$ cat config.mk
export PLATFORM = sky130hd
export DESIGN_NAME = reno_cc_engine
export DESIGN_NICKNAME = d
export VERILOG_FILES = /design/src/rtl/reno_cc_engine.sv
export SDC_FILE = /design/constraint.sdc
export NUM_CORES = 2
export LEC_CHECK = 0
export CORE_UTILIZATION = 55
export CTS_CLUSTER_SIZE = 10
export DETAILED_ROUTE_END_ITERATION = 10
export PLACE_DENSITY = 0.73
export SYNTH_ARGS = -nofsm -noshare
export SYNTH_HDL_FRONTEND = slang
export SYNTH_SLANG_ARGS = --single-unit
$ cat constraint.sdc
create_clock -name clk -period 12.8 [get_ports clk]
set_clock_uncertainty 0.2 [all_clocks]
set_input_delay 1.92 -clock clk [delete_from_list [all_inputs] [get_ports clk]]
set_output_delay 1.92 -clock clk [all_outputs]
set_load 0.01 [all_outputs]
$ cat src/rtl/reno_cc_engine.sv
// Multi-flow TCP Reno/NewReno congestion-control engine.
// One event (ACK / TIMEOUT / INIT / no-op) is accepted per cycle. The addressed
// flow's context is read combinationally and rewritten at the accepting edge,
// and one decision is registered for the tx scheduler with 1-cycle latency.
module reno_cc_engine #(
    parameter int NUM_FLOWS  = 16,
    parameter int FLOW_ID_W  = $clog2(NUM_FLOWS),
    parameter int SEQ_W      = 32,
    parameter int WIN_W      = 9,
    parameter int MAX_WND    = 256,
    parameter int INIT_WND   = 2,
    parameter int DUP_THRESH = 3,
    parameter int MAX_DUP    = 15,
    parameter int NEWRENO    = 1
) (
    input  logic                 clk,
    input  logic                 rst,
    input  logic                 evt_valid,
    output logic                 evt_ready,
    input  logic [1:0]           evt_type,
    input  logic [FLOW_ID_W-1:0] evt_flow_id,
    input  logic [SEQ_W-1:0]     evt_cum_ack,
    input  logic [SEQ_W-1:0]     evt_old_wnd_start,
    input  logic [SEQ_W-1:0]     evt_wnd_start,
    input  logic [SEQ_W-1:0]     evt_next_new,
    output logic                 out_valid,
    input  logic                 out_ready,
    output logic [FLOW_ID_W-1:0] out_flow_id,
    output logic                 out_mark_rtx,
    output logic [SEQ_W-1:0]     out_rtx_start,
    output logic [SEQ_W-1:0]     out_rtx_end,
    output logic [WIN_W-1:0]     out_wnd_size,
    output logic                 out_reset_rtx_timer,
    output logic                 out_err
);

    localparam int IDX_W = (NUM_FLOWS > 1) ? $clog2(NUM_FLOWS) : 1;
    localparam logic [1:0] EVT_ACK     = 2'd0;
    localparam logic [1:0] EVT_TIMEOUT = 2'd1;
    localparam logic [1:0] EVT_INIT    = 2'd2;
    localparam logic [WIN_W-1:0] MAX_WND_W    = WIN_W'(MAX_WND);
    localparam logic [WIN_W-1:0] INIT_WND_W   = WIN_W'(INIT_WND);
    localparam logic [WIN_W-1:0] DUP_THRESH_W = WIN_W'(DUP_THRESH);
    localparam logic [WIN_W-1:0] MAX_DUP_W    = WIN_W'(MAX_DUP);
    localparam logic [WIN_W-1:0] ONE_W        = WIN_W'(1);
    localparam logic [WIN_W-1:0] TWO_W        = WIN_W'(2);
    localparam logic signed [WIN_W+1:0] ONE_S     = (WIN_W+2)'(1);
    localparam logic signed [WIN_W+1:0] MAX_WND_S = (WIN_W+2)'(MAX_WND);
    localparam logic [SEQ_W-1:0] MAX_WND_SEQ  = SEQ_W'(MAX_WND);
    localparam logic [SEQ_W-1:0] SEQ_ONE      = SEQ_W'(1);

    typedef enum logic [1:0] {
        ST_OPEN     = 2'd0,
        ST_FAST_REC = 2'd1,
        ST_RTO      = 2'd2
    } cc_state_e;

    // Serial-number compare: a is ahead of b within half the sequence space.
    function automatic logic seq_gt(input logic [SEQ_W-1:0] a, input logic [SEQ_W-1:0] b);
        logic [SEQ_W-1:0] diff;
        diff = a - b;
        return (diff != '0) && !diff[SEQ_W-1];
    endfunction

    // Zero-extend a window value into signed headroom so subtraction can go negative.
    function automatic logic signed [WIN_W+1:0] to_s(input logic [WIN_W-1:0] x);
        return $signed({2'b00, x});
    endfunction

    // Every window result ends up in [1, MAX_WND].
    function automatic logic [WIN_W-1:0] clamp_wnd(input logic signed [WIN_W+1:0] x);
        if (x < ONE_S) begin
            return ONE_W;
        end else if (x > MAX_WND_S) begin
            return MAX_WND_W;
        end else begin
            return x[WIN_W-1:0];
        end
    endfunction

    // Per-flow context array
    cc_state_e        state_q   [NUM_FLOWS];
    logic [WIN_W-1:0] wnd_q     [NUM_FLOWS];
    logic [WIN_W-1:0] ss_q      [NUM_FLOWS];
    logic [WIN_W-1:0] cntr_q    [NUM_FLOWS];
    logic [WIN_W-1:0] dup_q     [NUM_FLOWS];
    logic [SEQ_W-1:0] recover_q [NUM_FLOWS];

    cc_state_e        state_d;
    logic [WIN_W-1:0] wnd_d, ss_d, cntr_d, dup_d;
    logic [SEQ_W-1:0] recover_d;
    logic             ctx_we_s;

    logic                 out_valid_q, out_mark_rtx_q, out_reset_rtx_timer_q, out_err_q;
    logic [FLOW_ID_W-1:0] out_flow_id_q;
    logic [SEQ_W-1:0]     out_rtx_start_q, out_rtx_end_q;
    logic [WIN_W-1:0]     out_wnd_size_q;
    logic                 out_mark_rtx_d, out_reset_rtx_timer_d, out_err_d;
    logic [SEQ_W-1:0]     out_rtx_start_d, out_rtx_end_d;
    logic [WIN_W-1:0]     out_wnd_size_d;

    logic             accept_s, flow_ok_s, new_ack_s, dup_ack_s;
    logic [IDX_W-1:0] idx_s;
    logic [SEQ_W-1:0] adv_s;
    logic [WIN_W-1:0] acked_s, half_s, dup_sat_s, grow_wnd_s, grow_cntr_s;
    logic signed [WIN_W+1:0] part_s;
    cc_state_e        cur_state_s;
    logic [WIN_W-1:0] cur_wnd_s, cur_ss_s, cur_cntr_s, cur_dup_s;
    logic [SEQ_W-1:0] cur_recover_s;

    assign evt_ready     = ~out_valid_q | out_ready;
    assign accept_s      = evt_valid & evt_ready;
    assign flow_ok_s     = (32'(evt_flow_id) < 32'(NUM_FLOWS));
    assign idx_s         = evt_flow_id[IDX_W-1:0];
    assign cur_state_s   = state_q[idx_s];
    assign cur_wnd_s     = wnd_q[idx_s];
    assign cur_ss_s      = ss_q[idx_s];
    assign cur_cntr_s    = cntr_q[idx_s];
    assign cur_dup_s     = dup_q[idx_s];
    assign cur_recover_s = recover_q[idx_s];

    // ACK classification and the derived quantities shared by all states
    always_comb begin
        new_ack_s = seq_gt(evt_wnd_start, evt_old_wnd_start);
        dup_ack_s = ~new_ack_s & (evt_cum_ack == evt_old_wnd_start);
        adv_s     = evt_wnd_start - evt_old_wnd_start;
        acked_s   = (adv_s > MAX_WND_SEQ) ? MAX_WND_W : adv_s[WIN_W-1:0];
        half_s    = ((cur_wnd_s >> 1) < TWO_W) ? TWO_W : (cur_wnd_s >> 1);
        dup_sat_s = (cur_dup_s >= MAX_DUP_W) ? MAX_DUP_W : (cur_dup_s + ONE_W);
        part_s    = to_s(cur_wnd_s) - to_s(acked_s) + ONE_S;
        if (cur_wnd_s < cur_ss_s) begin
            grow_wnd_s  = clamp_wnd(to_s(cur_wnd_s) + ONE_S);
            grow_cntr_s = cur_cntr_s;
        end else if (cur_cntr_s == cur_wnd_s) begin
            grow_wnd_s  = clamp_wnd(to_s(cur_wnd_s) + ONE_S);
            grow_cntr_s = '0;
        end else begin
            grow_wnd_s  = cur_wnd_s;
            grow_cntr_s = cur_cntr_s + ONE_W;
        end
    end

    // Per-event context next-state and decision outputs
    always_comb begin
        state_d               = cur_state_s;
        wnd_d                 = cur_wnd_s;
        ss_d                  = cur_ss_s;
        cntr_d                = cur_cntr_s;
        dup_d                 = cur_dup_s;
        recover_d             = cur_recover_s;
        ctx_we_s              = 1'b0;
        out_mark_rtx_d        = 1'b0;
        out_rtx_start_d       = evt_wnd_start;
        out_rtx_end_d         = evt_wnd_start + SEQ_ONE;
        out_reset_rtx_timer_d = 1'b0;
        out_err_d             = 1'b0;
        if (!flow_ok_s) begin
            out_err_d = 1'b1;
        end else begin
            case (evt_type)
                EVT_ACK: begin
                    ctx_we_s              = 1'b1;
                    out_reset_rtx_timer_d = new_ack_s;
                    case (cur_state_s)
                        ST_OPEN: begin
                            if (new_ack_s) begin
                                dup_d  = '0;
                                wnd_d  = grow_wnd_s;
                                cntr_d = grow_cntr_s;
                            end else if (dup_ack_s) begin
                                dup_d = dup_sat_s;
                                if (dup_sat_s == DUP_THRESH_W) begin
                                    out_mark_rtx_d = 1'b1;
                                    ss_d           = half_s;
                                    wnd_d          = clamp_wnd(to_s(half_s) + to_s(DUP_THRESH_W));
                                    cntr_d         = '0;
                                    recover_d      = evt_next_new;
                                    state_d        = ST_FAST_REC;
                                end else begin
                                    state_d = ST_OPEN;
                                end
                            end else begin
                                state_d = ST_OPEN;
                            end
                        end
                        ST_FAST_REC: begin
                            if (dup_ack_s) begin
                                wnd_d = clamp_wnd(to_s(cur_wnd_s) + ONE_S);
                                dup_d = dup_sat_s;
                            end else if (new_ack_s) begin
                                dup_d = '0;
                                if ((NEWRENO != 0) && seq_gt(cur_recover_s, evt_wnd_start)) begin
                                    // partial ACK: retransmit the next hole, deflate window
                                    out_mark_rtx_d = 1'b1;
                                    wnd_d = (part_s < to_s(cur_ss_s)) ? clamp_wnd(to_s(cur_ss_s))
                                                                      : clamp_wnd(part_s);
                                end else begin
                                    wnd_d   = clamp_wnd(to_s(cur_ss_s));
                                    cntr_d  = '0;
                                    state_d = ST_OPEN;
                                end
                            end else begin
                                state_d = ST_FAST_REC;
                            end
                        end
                        ST_RTO: begin
                            if (new_ack_s) begin
                                dup_d  = '0;
                                wnd_d  = grow_wnd_s;
                                cntr_d = grow_cntr_s;
                                if ((evt_wnd_start == cur_recover_s) ||
                                    seq_gt(evt_wnd_start, cur_recover_s)) begin
                                    state_d = ST_OPEN;
                                end else begin
                                    state_d = ST_RTO;
                                end
                            end else if (dup_ack_s) begin
                                dup_d = dup_sat_s;
                            end else begin
                                state_d = ST_RTO;
                            end
                        end
                        default: begin
                            state_d = ST_OPEN;
                        end
                    endcase
                end
                EVT_TIMEOUT: begin
                    ctx_we_s              = 1'b1;
                    ss_d                  = half_s;
                    wnd_d                 = ONE_W;
                    dup_d                 = '0;
                    cntr_d                = '0;
                    recover_d             = evt_next_new;
                    state_d               = ST_RTO;
                    out_mark_rtx_d        = 1'b1;
                    out_rtx_end_d         = evt_next_new;
                    out_reset_rtx_timer_d = 1'b1;
                end
                EVT_INIT: begin
                    ctx_we_s  = 1'b1;
                    state_d   = ST_OPEN;
                    wnd_d     = INIT_WND_W;
                    ss_d      = MAX_WND_W;
                    cntr_d    = '0;
                    dup_d     = '0;
                    recover_d = '0;
                end
                default: begin
                    ctx_we_s = 1'b0;
                end
            endcase
        end
        out_wnd_size_d = flow_ok_s ? wnd_d : '0;
    end

    // Context array: reset all flows, otherwise write the accepted flow
    always_ff @(posedge clk) begin
        if (rst) begin
            for (int i = 0; i < NUM_FLOWS; i++) begin
                state_q[i]   <= ST_OPEN;
                wnd_q[i]     <= INIT_WND_W;
                ss_q[i]      <= MAX_WND_W;
                cntr_q[i]    <= '0;
                dup_q[i]     <= '0;
                recover_q[i] <= '0;
            end
        end else if (accept_s && flow_ok_s && ctx_we_s) begin
            state_q[idx_s]   <= state_d;
            wnd_q[idx_s]     <= wnd_d;
            ss_q[idx_s]      <= ss_d;
            cntr_q[idx_s]    <= cntr_d;
            dup_q[idx_s]     <= dup_d;
            recover_q[idx_s] <= recover_d;
        end
    end

    // Decision register: load on accept, drop valid once consumed, hold while stalled
    always_ff @(posedge clk) begin
        if (rst) begin
            out_valid_q           <= 1'b0;
            out_flow_id_q         <= '0;
            out_mark_rtx_q        <= 1'b0;
            out_rtx_start_q       <= '0;
            out_rtx_end_q         <= '0;
            out_wnd_size_q        <= '0;
            out_reset_rtx_timer_q <= 1'b0;
            out_err_q             <= 1'b0;
        end else if (accept_s) begin
            out_valid_q           <= 1'b1;
            out_flow_id_q         <= evt_flow_id;
            out_mark_rtx_q        <= out_mark_rtx_d;
            out_rtx_start_q       <= out_rtx_start_d;
            out_rtx_end_q         <= out_rtx_end_d;
            out_wnd_size_q        <= out_wnd_size_d;
            out_reset_rtx_timer_q <= out_reset_rtx_timer_d;
            out_err_q             <= out_err_d;
        end else if (out_ready) begin
            out_valid_q <= 1'b0;
        end
    end

    assign out_valid           = out_valid_q;
    assign out_flow_id         = out_flow_id_q;
    assign out_mark_rtx        = out_mark_rtx_q;
    assign out_rtx_start       = out_rtx_start_q;
    assign out_rtx_end         = out_rtx_end_q;
    assign out_wnd_size        = out_wnd_size_q;
    assign out_reset_rtx_timer = out_reset_rtx_timer_q;
    assign out_err             = out_err_q;

endmodule

=== Word-level counts from Yosys, hierarchy flattened ===
Memory sizes are Yosys's and may differ from the RTL's.
Cells that the tools add are included.

* Bitwise gates (word level): 5
* Mux-type cells: 97
* Equality and inequality tests: 8
* Reduce and logical (&&, ||, !) cells: 23
* Add/sub/neg operators: 10
* Order comparisons: 13

{| class="wikitable"
|+ Operators by type and width
! operator !! count
|-
| 9-bit 2-to-1 mux || 41
|-
| 32-bit 2-to-1 mux || 6
|-
| 9-bit case mux with 3 select lines || 4
|-
| 32-bit case mux with 3 select lines || 1
|-
| 32-bit nonzero test || 3
|-
| 32-bit subtractor || 3
|-
| 32-bit equality test || 2
|-
| 9-bit case mux with 2 select lines || 3
|-
| 9-bit OR reduction || 4
|-
| 32-bit by 1-bit adder with 32-bit output (second input constant) || 1
|-
| 32-bit by 9-bit > comparator with 1-bit output (second input constant) || 1
|-
| 32-bit OR reduction || 1
|-
| 4-bit 2-to-1 mux || 6
|-
| 1-bit 2-to-1 mux || 21
|-
| 9-bit by 1-bit adder with 9-bit output (second input constant) || 2
|-
| 9-bit > comparator (second input constant) || 2
|-
| 9-bit by 1-bit less-than comparator with 1-bit output (second input constant) || 2
|-
| 2-bit 2-to-1 mux || 9
|-
| 2-bit case mux with 3 select lines || 2
|-
| 10-bit by 2-bit adder with 11-bit output (second input constant) || 1
|-
| 11-bit by 10-bit > comparator with 1-bit output (second input constant) || 1
|-
| 11-bit by 10-bit less-than comparator with 1-bit output || 1
|-
| 11-bit by 2-bit less-than comparator with 1-bit output (second input constant) || 1
|-
| 9-bit by 1-bit adder with 10-bit output (second input constant) || 1
|-
| other kinds (23) || 37
|}

* Memory bits (writable): 1120
* Bits of input ports: 138
* Word-level logic and storage cells: 169
* Register bits: 80
* Memories kept: 6
* Output and inout port bits: 82

{| class="wikitable"
|+ Memory list
! name !! depth !! bits a word !! rd ports !! clocked after Yosys merged registers in !! write ports !! RTL line !! RTL
|-
| recover_q || 16 || 32 || 1 || 0 || 16 || 87 || <nowiki>logic [SEQ_W-1:0] recover_q [NUM_FLOWS];</nowiki>
|-
| cntr_q || 16 || 9 || 1 || 0 || 16 || 85 || <nowiki>logic [WIN_W-1:0] cntr_q [NUM_FLOWS];</nowiki>
|-
| dup_q || 16 || 9 || 1 || 0 || 16 || 86 || <nowiki>logic [WIN_W-1:0] dup_q [NUM_FLOWS];</nowiki>
|-
| ss_q || 16 || 9 || 1 || 0 || 16 || 84 || <nowiki>logic [WIN_W-1:0] ss_q [NUM_FLOWS];</nowiki>
|-
| wnd_q || 16 || 9 || 1 || 0 || 16 || 83 || <nowiki>logic [WIN_W-1:0] wnd_q [NUM_FLOWS];</nowiki>
|-
| state_q || 16 || 2 || 1 || 0 || 16 || 82 || <nowiki>cc_state_e state_q [NUM_FLOWS];</nowiki>
|}

=== Longest topological paths before layout ===
* Depth in word-level cells: 15
* Mapped depth: 37
* Mapped depth without buffers: 35

=== Least setup slack after synthesis ===
Ideal clock, no wire load.

* Path kind: input -> register
* Start: input port evt_old_wnd_start[6]
* End: memory wnd_q[0][7], data pin
* Path buffers: 2
* Library setup time: 0.266 ns
* Stages on the path: 35
* Arrival: 9.585 ns
* Data required time: 12.334 ns
* Path slack: 2.749 ns
* Path through: inv_1 ha_1 a2111oi_0 a211oi_1 o21ai_0 o211ai_1 a211o_1 or3_1 a211oi_1 nand3b_1 nor4_1 nor2b_1 ha_1 inv_1 fa_1 a211oi_1 o21ai_0 a22oi_1 and3_1 and4_1 nor2_1 ha_1 nand4_1 nor3_1 o21ai_0 o31ai_1 nor3_1 a31oi_1 and2_1 clkbuf_1 a211oi_1 a311o_1 a32oi_1 buf_2 nor2_1

{| class="wikitable"
|+ RTL lines
! item !! RTL line !! RTL
|-
| start, declared || 23 || <nowiki>input logic [SEQ_W-1:0] evt_old_wnd_start,</nowiki>
|-
| end, declared || 83 ||
|}

==> metrics.md <==
| Metric | Value |
|---|---|
| # IOs | `220` |
| Initial core utilization | `a little under three fifths` |
| Layout cells sized above 1 | `between 10% and 20%` |
| Placer congestion estimate | `0.999` |
| CP max stage delay | `approximately 0.7 ns` |
| YS warnings | `0` |
| Root Buffer | `clkbuf_16` |
| Seq/Total Area, Yosys | `55.8%` |
| Final max-slew violation count | `0` |
| Hold_buf cts | `0` |
| Synth cell types | `between 90 and 100` |
| Worst-margin pin slew | `about 1.4 ns` |
| Final setup fails | `0` |
| Post-Syn Area | `~63000 µm²` |
| CP Class | `input port to flip-flop` |
| Syn Area/Cell | `12.0 µm²` |
| Startpoint types | `input port` |
| Initial antenna violation count | `2` |
| CP Data Arrival Time | `between 10 and 15 ns` |
| Clock-pin slew on the worst setup and hold paths | `roughly 0.05 ns` |
| CTS Buffer Depth | `3` |
| CTS H-Tree Depth | `4` |
| TritonCTS clock tree | `done` |
| Avg WL per Cell | `31.4 µm` |
| Outcome | `finished, final reports clean` |
| Final ANT Viol Nets | `0` |
| DR vias | `47555` |
| Initial DRC count | `~7500` |
| Core box area | `between 100000 and 150000 µm²` |
| Cell area after layout | `just over 70000 µm²` |
| Pwr/cell area | `140 nW/µm²` |
| Die Height | `around 340 µm` |
| Main synth FF type | `edfxtp_1` |
| CP endpoint kind | `flip-flop` |
| Max Fclk | `90.7 MHz` |
| Dominant cells by area after synthesis | `edfxtp_1, mux4_2, nor2_1` |
| Reg-to-reg endpoint | `cntr_q[0][5]` |
| Clock Latency Late Sink | `around 0.77 ns` |
| Leak Pwr | `24.5 nW` |
| RSZ-0062 raised after global routing | `no` |
| Total congestion overflow | `0` |
| Mapped Nets | `5508` |
| DP HPWL | `~130000 µm` |
| All-layer global routing usage | `between 30% and 40%` |
| CP max FO | `17` |
| Fin nets | `5557` |
| Post-synthesis cell count | `~5200` |
| Buffer count from post-CTS setup fixing | `0` |
| Largest net degree at the start of global routing | `90` |
| Dpl cell area | `about 67000 µm²` |
| Max Cap Violations | `0` |
| Hold crit path type | `flip-flop to flip-flop` |
| Vias per cell | `between 6 and 7` |
| Fin Setup TNS | `0 ns` |
| Cts repair resizes | `0` |
| Area leader, netlist | `edfxtp_1` |
| Final hold vios | `0` |
| Port bufs | `218` |
| Critical Path RT | `around 13 ns` |
| FF+latch count, synth | `1200` |
| CTS Buf Count | `141` |
| FP Rows | `123` |
| Die W | `341 µm` |
| Number of synthesized flops with an enable pin | `approximately 1100` |
| Final WL | `214000 µm` |
| Post-synth top area share | `approximately 53%` |
| Worst Reg-to-Reg Cells | `16` |
| Pre-antenna DRT Iters | `7` |
| Post-synth ARST share | `0%` |
| Period utilization | `between 80 and 90%` |
| Critical Path Slowest Stage Cell | `a21oi_2` |
| Slew Limit Headroom | `9.55%` |
| Worst reg2reg path startpoint | `recover_q[15][7]` |
| Number of global-route vias before repair | `approximately 46000` |
| First-pass GRT wire length | `approximately 310000 µm` |
| Number of clock sinks | `1200` |
| Register-to-register setup slack | `between 5 and 6 ns` |
| Area Growth Syn to Fin | `11.7%` |
| Die ar. | `between 100000 and 150000 µm²` |
| Critical Path End | `wnd_q[7][5]` |
| Max VDD drop | `between 0.15 and 0.2 mV` |
| Drt drc | `0` |
| Crit path from | `evt_wnd_start[1]` |
| Crit path time final | `11.02 ns` |
==> logic make-up (layout without fill, tap and decap cells) <==
kind of cell | after synthesis | in the layout | share of synthesized area [%]
and+or+nand+nor | 1951 | 1951 | 13.4
DFF | 1200 | 1200 | 55.8
AOI/OAI and AO/OA | 879 | 879 | 10.0
buffers and inverters | 565 | 653 | 3.73
muxes | 386 | 386 | 12.6
xor gates and xnor gates | 130 | 130 | 1.80
adders and majority gates | 129 | 129 | 2.59
other | 1 | 3 | 0.00594
==> stage by stage <==
step,hold WS [ns],std cells,worst slack (ns),power (mW),util [%]
after CTS,0.253,6829,2.01,9.80,62.4
after global placement,0.240,6647,1.46,6.23,58.8
after floorplan,0.276,5241,2.75,5.66,-
after detailed placement,0.246,6647,1.26,6.25,58.8
final,0.253,6831,1.78,9.85,62.4
after global routing,0.263,6829,1.10,10.1,62.4
==> placed cells by master (no fill, tap or decap), drive strengths merged, types with 12 or more instances in the layout <==
cell type | netlist | routed
dfxtp | 80 | 80
and3 | 59 | 59
or3 | 21 | 21
or4 | 14 | 14
nor2b | 47 | 47
mux2i | 50 | 50
edfxtp | 1120 | 1120
clkinv | 2 | 13
a221oi | 18 | 18
clkdlybuf4s50 | 0 | 211
a22oi | 28 | 28
a311oi | 39 | 39
o22ai | 19 | 19
a21o | 63 | 63
nand2b | 16 | 16
buf | 149 | 124
and4 | 12 | 12
a211oi | 64 | 64
inv | 134 | 141
clkbuf | 280 | 161
nor2 | 1107 | 1107
xor2 | 25 | 25
a21oi | 324 | 324
o21a | 23 | 23
o31ai | 13 | 13
mux4 | 326 | 326
xnor2 | 105 | 105
nor3 | 160 | 160
o211ai | 28 | 28
o21bai | 13 | 13
o21ai | 120 | 120
a31oi | 16 | 16
nand4 | 57 | 57
nand3 | 70 | 70
nand2 | 302 | 302
ha | 126 | 126
and2 | 25 | 25
nor4 | 33 | 33
==> metal layers <==
layer	GRT usage [%]	routed length, µm	vias up
met1	49.4	76700	23399
li1	-	-	19613
met2	56.3	96600	3857
met4	16.1	10400	2
met5	0	7	-
met3	8.92	30400	684
==> worst max-delay path, delay by kind of cell <==
family	cells	cell delay, ns
fa+ha+maj	4	1.26
buf+inv	3	0.98
compound gates	13	4.07
simple gates	14	3.05
==> synth_stat cells, drive strengths merged, types with 57 or more instances <==
cell type	count
a211oi	64
a21o	63
a21oi	324
and3	59
buf	149
clkbuf	280
dfxtp	80
edfxtp	1120
ha	126
inv	134
mux4	326
nand2	302
nand3	70
nand4	57
nor2	1107
nor3	160
o21ai	120
xnor2	105
==> registers in the layout, indices dropped and copies added (netlist names), 4 cells and up <==
| signal | count |
|---|---|
| cntr_q | 144 |
| dup_q | 144 |
| out_flow_id | 4 |
| out_rtx_end | 32 |
| out_rtx_start | 32 |
| out_wnd_size | 9 |
| recover_q | 512 |
| ss_q | 144 |
| state_q | 32 |
| wnd_q | 144 |
==> cell type report <==
type / count / area (µm²)
antenna: 2 / 5.00
clock buffer: 161 / 3620
clock inverter: 21 / 348
fill: 8601 / 42600
inverter: 136 / 513
multi-input combinational: 3476 / 25800
sequential: 1200 / 35200
tap: 1500 / 1880
timing repair buffer: 335 / 3090
==> report_power, final <==
group	switching, mW	internal, mW	total (mW)	leakage (nW)
Combinational	1.16	0.589	1.75	10.4
Sequential	0.0478	4.43	4.48	12.1
Clock	1.57	2.05	3.62	1.93
Total	2.78	7.07	9.85	24.5
==> how the worst min path moves through the flow <==
stage / startpoint / endpoint / cells after the start
after floorplan: out_reset_rtx_timer / out_reset_rtx_timer / 2
after global placement: out_rtx_end[0] / out_rtx_end[0] / 2
after detailed placement: out_rtx_end[0] / out_rtx_end[0] / 2
after CTS: out_rtx_end[0] / out_rtx_end[0] / 2
after global routing: out_rtx_start[10] / out_rtx_start[10] / 2
final: out_rtx_start[18] / out_rtx_start[18] / 2
(Power assumes the default switching activity.)
